===== src/rtl/uart_msg_tx.sv =====
// Alarm-event message formatter: queues {code, zone} events and streams each one
// as an 8-byte ASCII line ("ALM Z3\r\n") to an 8N1 transmitter via start/busy.
module uart_msg_tx #(
    parameter int FIFO_DEPTH = 4
) (
    input  logic                          i_clk,
    input  logic                          i_rst_n,
    input  logic                          i_event_valid,
    input  logic [1:0]                    i_event_code,
    input  logic [3:0]                    i_zone,
    input  logic                          i_tx_busy,
    output logic                          o_tx_start,
    output logic [7:0]                    o_tx_data,
    output logic                          o_busy,
    output logic [$clog2(FIFO_DEPTH):0]   o_fifo_count,
    output logic                          o_drop,
    output logic [7:0]                    o_drop_cnt
);

    localparam int AW = $clog2(FIFO_DEPTH);
    localparam int CW = AW + 1;

    typedef enum logic [1:0] {
        ST_IDLE,
        ST_SEND,
        ST_WAIT_HI,
        ST_WAIT_LO
    } state_t;

    state_t          state_q, state_d;
    logic [2:0]      idx_q, idx_d;
    logic [5:0]      msg_q, msg_d;
    logic [AW-1:0]   wr_ptr_q, wr_ptr_d;
    logic [AW-1:0]   rd_ptr_q, rd_ptr_d;
    logic [CW-1:0]   count_q, count_d;
    logic            tx_start_q, tx_start_d;
    logic [7:0]      tx_data_q, tx_data_d;
    logic            busy_q, busy_d;
    logic            drop_q, drop_d;
    logic [7:0]      drop_cnt_q, drop_cnt_d;
    logic [5:0]      fifo_mem_q [FIFO_DEPTH];

    logic            full;
    logic            push;
    logic            pop;
    logic            drop;

    // Byte idx of the message line for entry {code, zone}.
    function automatic logic [7:0] msg_byte(input logic [5:0] ent, input logic [2:0] idx);
        logic [23:0] tag;
        logic [3:0]  zone;
        logic [7:0]  hex;
        zone = ent[3:0];
        case (ent[5:4])
            2'd0:    tag = 24'h41524D;
            2'd1:    tag = 24'h444953;
            2'd2:    tag = 24'h414C4D;
            default: tag = 24'h434C52;
        endcase
        // 0x37 + zone lands on 'A' for zone 10
        hex = (zone < 4'd10) ? (8'h30 + {4'h0, zone}) : (8'h37 + {4'h0, zone});
        case (idx)
            3'd0:    msg_byte = tag[23:16];
            3'd1:    msg_byte = tag[15:8];
            3'd2:    msg_byte = tag[7:0];
            3'd3:    msg_byte = 8'h20;
            3'd4:    msg_byte = 8'h5A;
            3'd5:    msg_byte = hex;
            3'd6:    msg_byte = 8'h0D;
            default: msg_byte = 8'h0A;
        endcase
    endfunction

    // Message FSM: pop in IDLE, one start per byte, follow busy high then low.
    always_comb begin
        state_d    = state_q;
        idx_d      = idx_q;
        msg_d      = msg_q;
        tx_start_d = 1'b0;
        tx_data_d  = tx_data_q;
        pop        = 1'b0;
        case (state_q)
            ST_IDLE: begin
                if (count_q != '0) begin
                    pop     = 1'b1;
                    msg_d   = fifo_mem_q[rd_ptr_q];
                    idx_d   = 3'd0;
                    state_d = ST_SEND;
                end
            end
            ST_SEND: begin
                if (!i_tx_busy) begin
                    tx_start_d = 1'b1;
                    tx_data_d  = msg_byte(msg_q, idx_q);
                    state_d    = ST_WAIT_HI;
                end
            end
            ST_WAIT_HI: begin
                if (i_tx_busy) begin
                    state_d = ST_WAIT_LO;
                end
            end
            ST_WAIT_LO: begin
                if (!i_tx_busy) begin
                    if (idx_q == 3'd7) begin
                        state_d = ST_IDLE;
                    end else begin
                        idx_d   = idx_q + 3'd1;
                        state_d = ST_SEND;
                    end
                end
            end
            default: state_d = ST_IDLE;
        endcase
    end

    // FIFO bookkeeping; a simultaneous pop frees the slot a push needs when full.
    always_comb begin
        full       = (count_q == CW'(FIFO_DEPTH));
        push       = i_event_valid && (!full || pop);
        drop       = i_event_valid && !push;
        wr_ptr_d   = push ? wr_ptr_q + AW'(1) : wr_ptr_q;
        rd_ptr_d   = pop ? rd_ptr_q + AW'(1) : rd_ptr_q;
        count_d    = count_q;
        case ({push, pop})
            2'b10:   count_d = count_q + CW'(1);
            2'b01:   count_d = count_q - CW'(1);
            default: count_d = count_q;
        endcase
        drop_d     = drop;
        drop_cnt_d = (drop && drop_cnt_q != 8'hFF) ? drop_cnt_q + 8'd1 : drop_cnt_q;
        busy_d     = (state_d != ST_IDLE) || (count_d != '0);
    end

    // Storage needs no reset: the pointers and count define what is valid.
    generate
        for (genvar gi = 0; gi < FIFO_DEPTH; gi++) begin : g_fifo
            always_ff @(posedge i_clk) begin
                if (i_rst_n && push && wr_ptr_q == AW'(gi)) begin
                    fifo_mem_q[gi] <= {i_event_code, i_zone};
                end
            end
        end
    endgenerate

    always_ff @(posedge i_clk) begin
        if (!i_rst_n) begin
            state_q    <= ST_IDLE;
            idx_q      <= 3'd0;
            msg_q      <= 6'd0;
            wr_ptr_q   <= '0;
            rd_ptr_q   <= '0;
            count_q    <= '0;
            tx_start_q <= 1'b0;
            tx_data_q  <= 8'd0;
            busy_q     <= 1'b0;
            drop_q     <= 1'b0;
            drop_cnt_q <= 8'd0;
        end else begin
            state_q    <= state_d;
            idx_q      <= idx_d;
            msg_q      <= msg_d;
            wr_ptr_q   <= wr_ptr_d;
            rd_ptr_q   <= rd_ptr_d;
            count_q    <= count_d;
            tx_start_q <= tx_start_d;
            tx_data_q  <= tx_data_d;
            busy_q     <= busy_d;
            drop_q     <= drop_d;
            drop_cnt_q <= drop_cnt_d;
        end
    end

    assign o_tx_start   = tx_start_q;
    assign o_tx_data    = tx_data_q;
    assign o_busy       = busy_q;
    assign o_fifo_count = count_q;
    assign o_drop       = drop_q;
    assign o_drop_cnt   = drop_cnt_q;

endmodule


===== config.mk =====
export PLATFORM = sky130hd
export DESIGN_NAME = uart_msg_tx
export DESIGN_NICKNAME = d
export VERILOG_FILES = /design/src/rtl/uart_msg_tx.sv
export SDC_FILE = /design/constraint.sdc
export NUM_CORES = 1
export LEC_CHECK = 0
export CAP_MARGIN = 20
export CORE_MARGIN = 3
export CORE_UTILIZATION = 57
export CTS_CLUSTER_SIZE = 25
export DETAILED_ROUTE_END_ITERATION = 10
export HOLD_SLACK_MARGIN = 0.12
export PLACE_DENSITY_LB_ADDON = 0.3
export SLEW_MARGIN = 20
export SYNTH_ARGS = -nofsm -noshare
export SYNTH_HDL_FRONTEND = slang
export SYNTH_SLANG_ARGS = --single-unit

===== constraint.sdc =====
create_clock -name i_clk -period 6.7 [get_ports i_clk]
set_input_delay 1.34 -clock i_clk [delete_from_list [all_inputs] [get_ports i_clk]]
set_output_delay 1.34 -clock i_clk [all_outputs]
set_load 0.05 [all_outputs]

# Yosys cells after proc, flatten, opt, wreduce, memory -nomap -nowiden
# Memories as Yosys holds them, arrays and structs flattened. A register that Yosys moved wholly into a read port is not among the register bits.
# Cells that the tools add are included.
op_classes:
  addsub: 8
  n_mul: 0
  div_mod_pow: 0
  order_cmp: 1
  n_eq_ne: 22
  shifts: 0
  n_mux: 34
  n_bitwise: 1
  n_reduce_logical: 28
ops:
  columns: ["cell", "count"]
  rows:
  - ["$pmux W19 S3", 1]
  - ["$pmux W8 S7", 1]
  - ["$mux W6", 3]
  - ["$reduce_or A6 Y1", 3]
  - ["$eq A3 B3 Y1 const B", 5]
  - ["$mux W1", 15]
  - ["$add A6 B4 Y7 const A", 2]
  - ["$mux W2", 7]
  - ["$eq A2 B2 Y1 const B", 6]
  - ["$pmux W3 S2", 2]
  - ["$mux W3", 3]
  - ["$add A8 B1 Y8 const B", 1]
  - ["$eq A2 B1 Y1 const B", 4]
  - ["$logic_and A1 B1 Y1", 8]
  - ["$ne A8 B8 Y1 const B", 1]
  - ["$pmux W2 S4", 1]
  - ["$mux W7", 1]
  - ["$add A3 B1 Y3 const B", 2]
  - ["$eq A3 B2 Y1 const B", 2]
  - ["$logic_not A2 Y1", 3]
  - ["$ne A2 B2 Y1 const B", 3]
  - ["$reduce_and A2 Y1", 3]
  - ["$reduce_bool A3 Y1", 2]
  - ["$add A2 B1 Y2 const B", 2]
  - ["other kinds (9)", 13]
totals:
  reg_bits: 31
  latch_bits: 0
  mem_bits_rw: 24
  rom_bits: 0
  inputBits: 10
  out_inout_bits: 22
  word_cells: 105
  memories: 1
mem_list:
  columns: ["name", "depth", "width", "read_ports", "rd_clocked_by_memory_dff", "write_ports", "line", "rtl"]
  rows:
  - ["fifo_mem_q", 4, 6, 1, 1, 1, "41", "logic [5:0] fifo_mem_q [FIFO_DEPTH];"]

# Logic depth before layout (Yosys ltp)
depth:
  ltp_word: 13
  ltp_mapped: 9
  mapped_depth_nobuf: 8

# Worst setup path after synthesis
# No wires, ideal clock.
synth_path:
  path_kind: "input port to flip-flop"
  startpoint: "in i_event_valid"
  endpoint: "reg busy_q (netlist: o_busy)"
  setup_ns: 0.059
  arrival_ns: 2.919
  required_ns: 6.641
  setup_slack_ns: 3.723
  path_stages: 8
  n_path_buf: 1
  cell_sequence: "buf_2 > nor3_1 > inv_1 > fa_1 > nand2b_1 > or4_1 > o311ai_2 > a31o_1"
synth_between:
  elab_chain_cells: 5
  elab_cells_between_ends: 6
  classes_between: "2 x eq/ne; 1 x mux; 3 x reduce/logical"
synth_rtl:
  columns: ["item", "line", "rtl"]
  rows:
  - ["start, declared", "8", "input logic i_event_valid,"]
  - ["$logic_and A1 B1 Y1 *", "120", "push = i_event_valid && (!full || pop);"]
  - ["$eq A2 B1 Y1 / $eq A2 B2 Y1 (equally long branches)", "125", "case ({push, pop})"]
  - ["$pmux W3 S2 *", "125", null]
  - ["$reduce_bool A3 Y1 *", "132", "busy_d = (state_d != ST_IDLE) || (count_d != '0);"]
  - ["$logic_or A1 B1 Y1 *", "132", null]
  - ["end signal, assigned", "168", "busy_q <= busy_d;"]
  - ["end, declared", "38", "logic busy_q, busy_d;"]
# Every way passes the cells marked *; elsewhere a longest branch is shown, timed or not.
# A chain may end at the register's enable or synchronous reset.

# Final worst setup path
layout_path:
  startpoint: "in i_rst_n"
  endpoint: "mem fifo_mem_q[1][3] (enable)"
layout_between:
  elab_chain_cells: 8
  elab_cells_between_ends: 22
  classes_between: "14 x mux; 8 x reduce/logical"
layout_rtl:
  columns: ["item", "line", "rtl"]
  rows:
  - ["start, declared", "7", "input logic i_rst_n,"]
  - ["$logic_and A1 B1 Y1 *", "139", "if (i_rst_n && push && wr_ptr_q == AW'(gi)) begin"]
  - ["$logic_and A1 B1 Y1", "139", null]
  - ["$mux W1", "139", null]
  - ["$mux W1 (implied by the code)", "140", "fifo_mem_q[gi] <= {i_event_code, i_zone};"]
  - ["$reduce_or A6 Y1 (no source line)", null, null]
  - ["$mux W2 (no source line) / $mux W1 (equally long branches) (3 in a row)", null, null]
  - ["end, declared", "41", null]
# Marks and branches as above.

==> flow_summary.ini <==
[synth]
synth.avg_cell_area_um2 = 10.1
synth_cell_type_count = 55
synthTopCellsByArea = dfxtp_1 25%, edfxtp_1 25%, ha_1 5.2%, mux4_2 4.7%, nand2_1 4.0%
syn_area_um2 = 2890
netlist_instances = 286
synth_top_area_share_pct = 24.9
synth_seq_cells = 60
yosysMostFrequentCell = dfxtp_1
synth_edf_count = 24
synth_fp_nets = 309
synth_flop_cell = dfxtp_1
seq_area_frac_synth_pct = 49.8
synth_warnings = 0
ys_async_sr_fraction_pct = 0
synth_top_cells_by_count = 36 x dfxtp_1, 31 x nand2_1, 24 x edfxtp_1
synth_top_area_cell = dfxtp_1

[routing]
firstDrtPassIters = 5
ant_nets = 0
vias = 2214
drc = 0
wirelength_um = 5810
drt_iter0_drc = 114
detail_route.wl_per_cell_um = 15.1
routed_via_density = 5.77

[worst_setup_path]
worstPathArrival_ps = 3580
cp.required_ps = 6670
reg2reg_slack_ps = 4250
critPathTopFamily = buffers and inverters
cp_slowest_cell = clkdlybuf4s50_1
r2r_cells = 8
critPathKind = input port to register
crit_path_max_fanout = 28
reg2reg_from = state_q[1]
cp_cell_sequence = clkdlybuf4s50_1 > inv_2 > or2_2 > nor2_1
slowest_delay_ps = 950
start_kind = input port
regToRegEndpoint = o_busy
endpoint_kind = register
critPathBufInv = 2

[clock_tree]
post_cts_resize_count = 0
clockBufferDepth = 2
cts_setup_buffers = 0
cts.sinks = 60
root_buffer = clkbuf_8
cts_made_buffers = 9
cts_tree = yes
clkTransAtPathRegs_ps = 70
cts_hold_buf = 0
worstSkewPairLatency_ps = 340
htreeDepth = 3

[floorplanning]
ioPinCount = 32
die_w_um = 77.2
rows = 25
start_util_pct = 60.1
core-area_um2 = 4820
fp.dieArea_um2 = 5970
die_y_um = 77.2

[global_route]
grt_pass1_vias = 2131
top_usage_layer = met2
grt_usage_pct = 20.4
grt_overflow = 0
antenna_found_initial = 0
grt_start_max_net_pins = 29
use_met2_pct = 32.4
grtUsageMet1_pct = 25.4
grt_pass1_wl_um = 9640
grt_util_met3_pct = 6.46

[layout]
diodes = 0
area_growth_pct = 17.7
drive_gt1_share_pct = 10.4
post-route-util_pct = 70.7
final_cells = 384
fillers = 359
nets = 335

[hold_path]
holdCritStartpoint = o_tx_data[5]
hold_class = register to register
hold_path_depth = 2
whs_endpoint = o_tx_data[5]

[sta]
min_period_ps = 3610
fin_tns_setup_ps = 0
relSlewSlack_pct = 50.5
final_max_slew_viol_count = 0
finClkSkew_ps = 8.78
timing.final.crit_share_pct = 53.9
rsz0062_at_grt = false
hold_viol = 0
fmax_mhz = 277
worst_pin_slew_ps = 741
setup_viol = 0
hold_slack_ps = 467

[run_status]
status = finished clean

[flow_run]
max_cap_viol_count = 0

[power]
p_leak_nw = 1.16
peakVddDrop_uv = 191
cellPowerDensity_nw_per_um2 = 348

[place]
gp_congestion = 0.907
numPlacedInstances = 368
dp_hpwl_um = 4130
portBuffers = 30
-- worst min-delay path: stages, from the launching register on --
cell and delay, ps:
dfxtp_1 320, nand2_1 50, a21oi_1 50
-- flip-flops by register name (all words and copies together) (netlist names) --
signal / flops
o_drop: 1
o_tx_start: 1
msg_q: 6
o_drop_cnt: 8
o_fifo_count: 3
idx_q: 3
state_q: 2
fifo_mem_q: 24
rd_ptr_q: 2
o_busy: 1
o_tx_data: 7
wr_ptr_q: 2
-- logic make-up (layout without fill, tap and decap cells) --
logic type      Yosys count  count (layout)  synth area share [%]
compound gates           68              68                  15.3
xor+xnor                  4               4                  1.21
fa+ha+maj                13              13                  5.88
buf+inv                  33              64                  4.80
flops                    60              60                  49.8
mux                      12              12                  6.75
other cells               1               1                 0.130
simple gates             95              95                  16.1
-- where the power goes --
group / internal, W / switching (W)
sequential: 0.000427 / 0.0000650
combinational: 0.000151 / 0.000215
clock: 0.000173 / 0.000153
-- final cells by class --
| cell class | count | area (um^2) | area share, % |
|---|---|---|---|
| clock inverters | 7 | 75.1 | 2.21 |
| repair buffers | 30 | 300 | 8.82 |
| well taps | 67 | 83.8 | 2.46 |
| clock buffers | 9 | 124 | 3.64 |
| inverters | 18 | 67.6 | 1.98 |
| multi-input cells | 193 | 1310 | 38.6 |
| flip-flops and latches | 60 | 1440 | 42.3 |
-- layout by cell type (no fill, tap or decap), drive strengths merged, types with 9 or more instances in the layout --
cell type       n
ha             12
edfxtp         24
clkdlybuf4s50  30
inv            20
o21ai          18
nor2           22
dfxtp          36
nand2          32
clkbuf          9
a21oi          21
-- per-stage QoR --
step           instance area (um^2)  setup WS (ps)  total power [W]
2_1_floorplan                  2890           3720         0.000776
4_1_cts                        3400           3110          0.00119
3_3_place_gp                   3210           2910         0.000852
6_report                       3400           3090          0.00118
3_5_place_dp                   3210           2780         0.000863
5_1_grt                        3400           2910          0.00125
-- metal layers --
layer	part of all wire, %	vias to the layer above
li1	-	1081
met1	44	1045
met2	49	78
met3	6.0	10
met4	1.2	0
met5	0	-
-- how the worst max path moves through the flow --
stage | start | endpoint | cells after the start
floorplan | i_event_valid | o_busy | 8
global placement | i_rst_n | fifo_mem_q[1][1] | 4
detailed placement | i_rst_n | fifo_mem_q[2][5] | 4
CTS | i_rst_n | fifo_mem_q[2][4] | 4
global route | i_rst_n | fifo_mem_q[1][5] | 4
finish | i_rst_n | fifo_mem_q[1][3] | 4
Note: power is estimated with default switching activity, not from simulation.
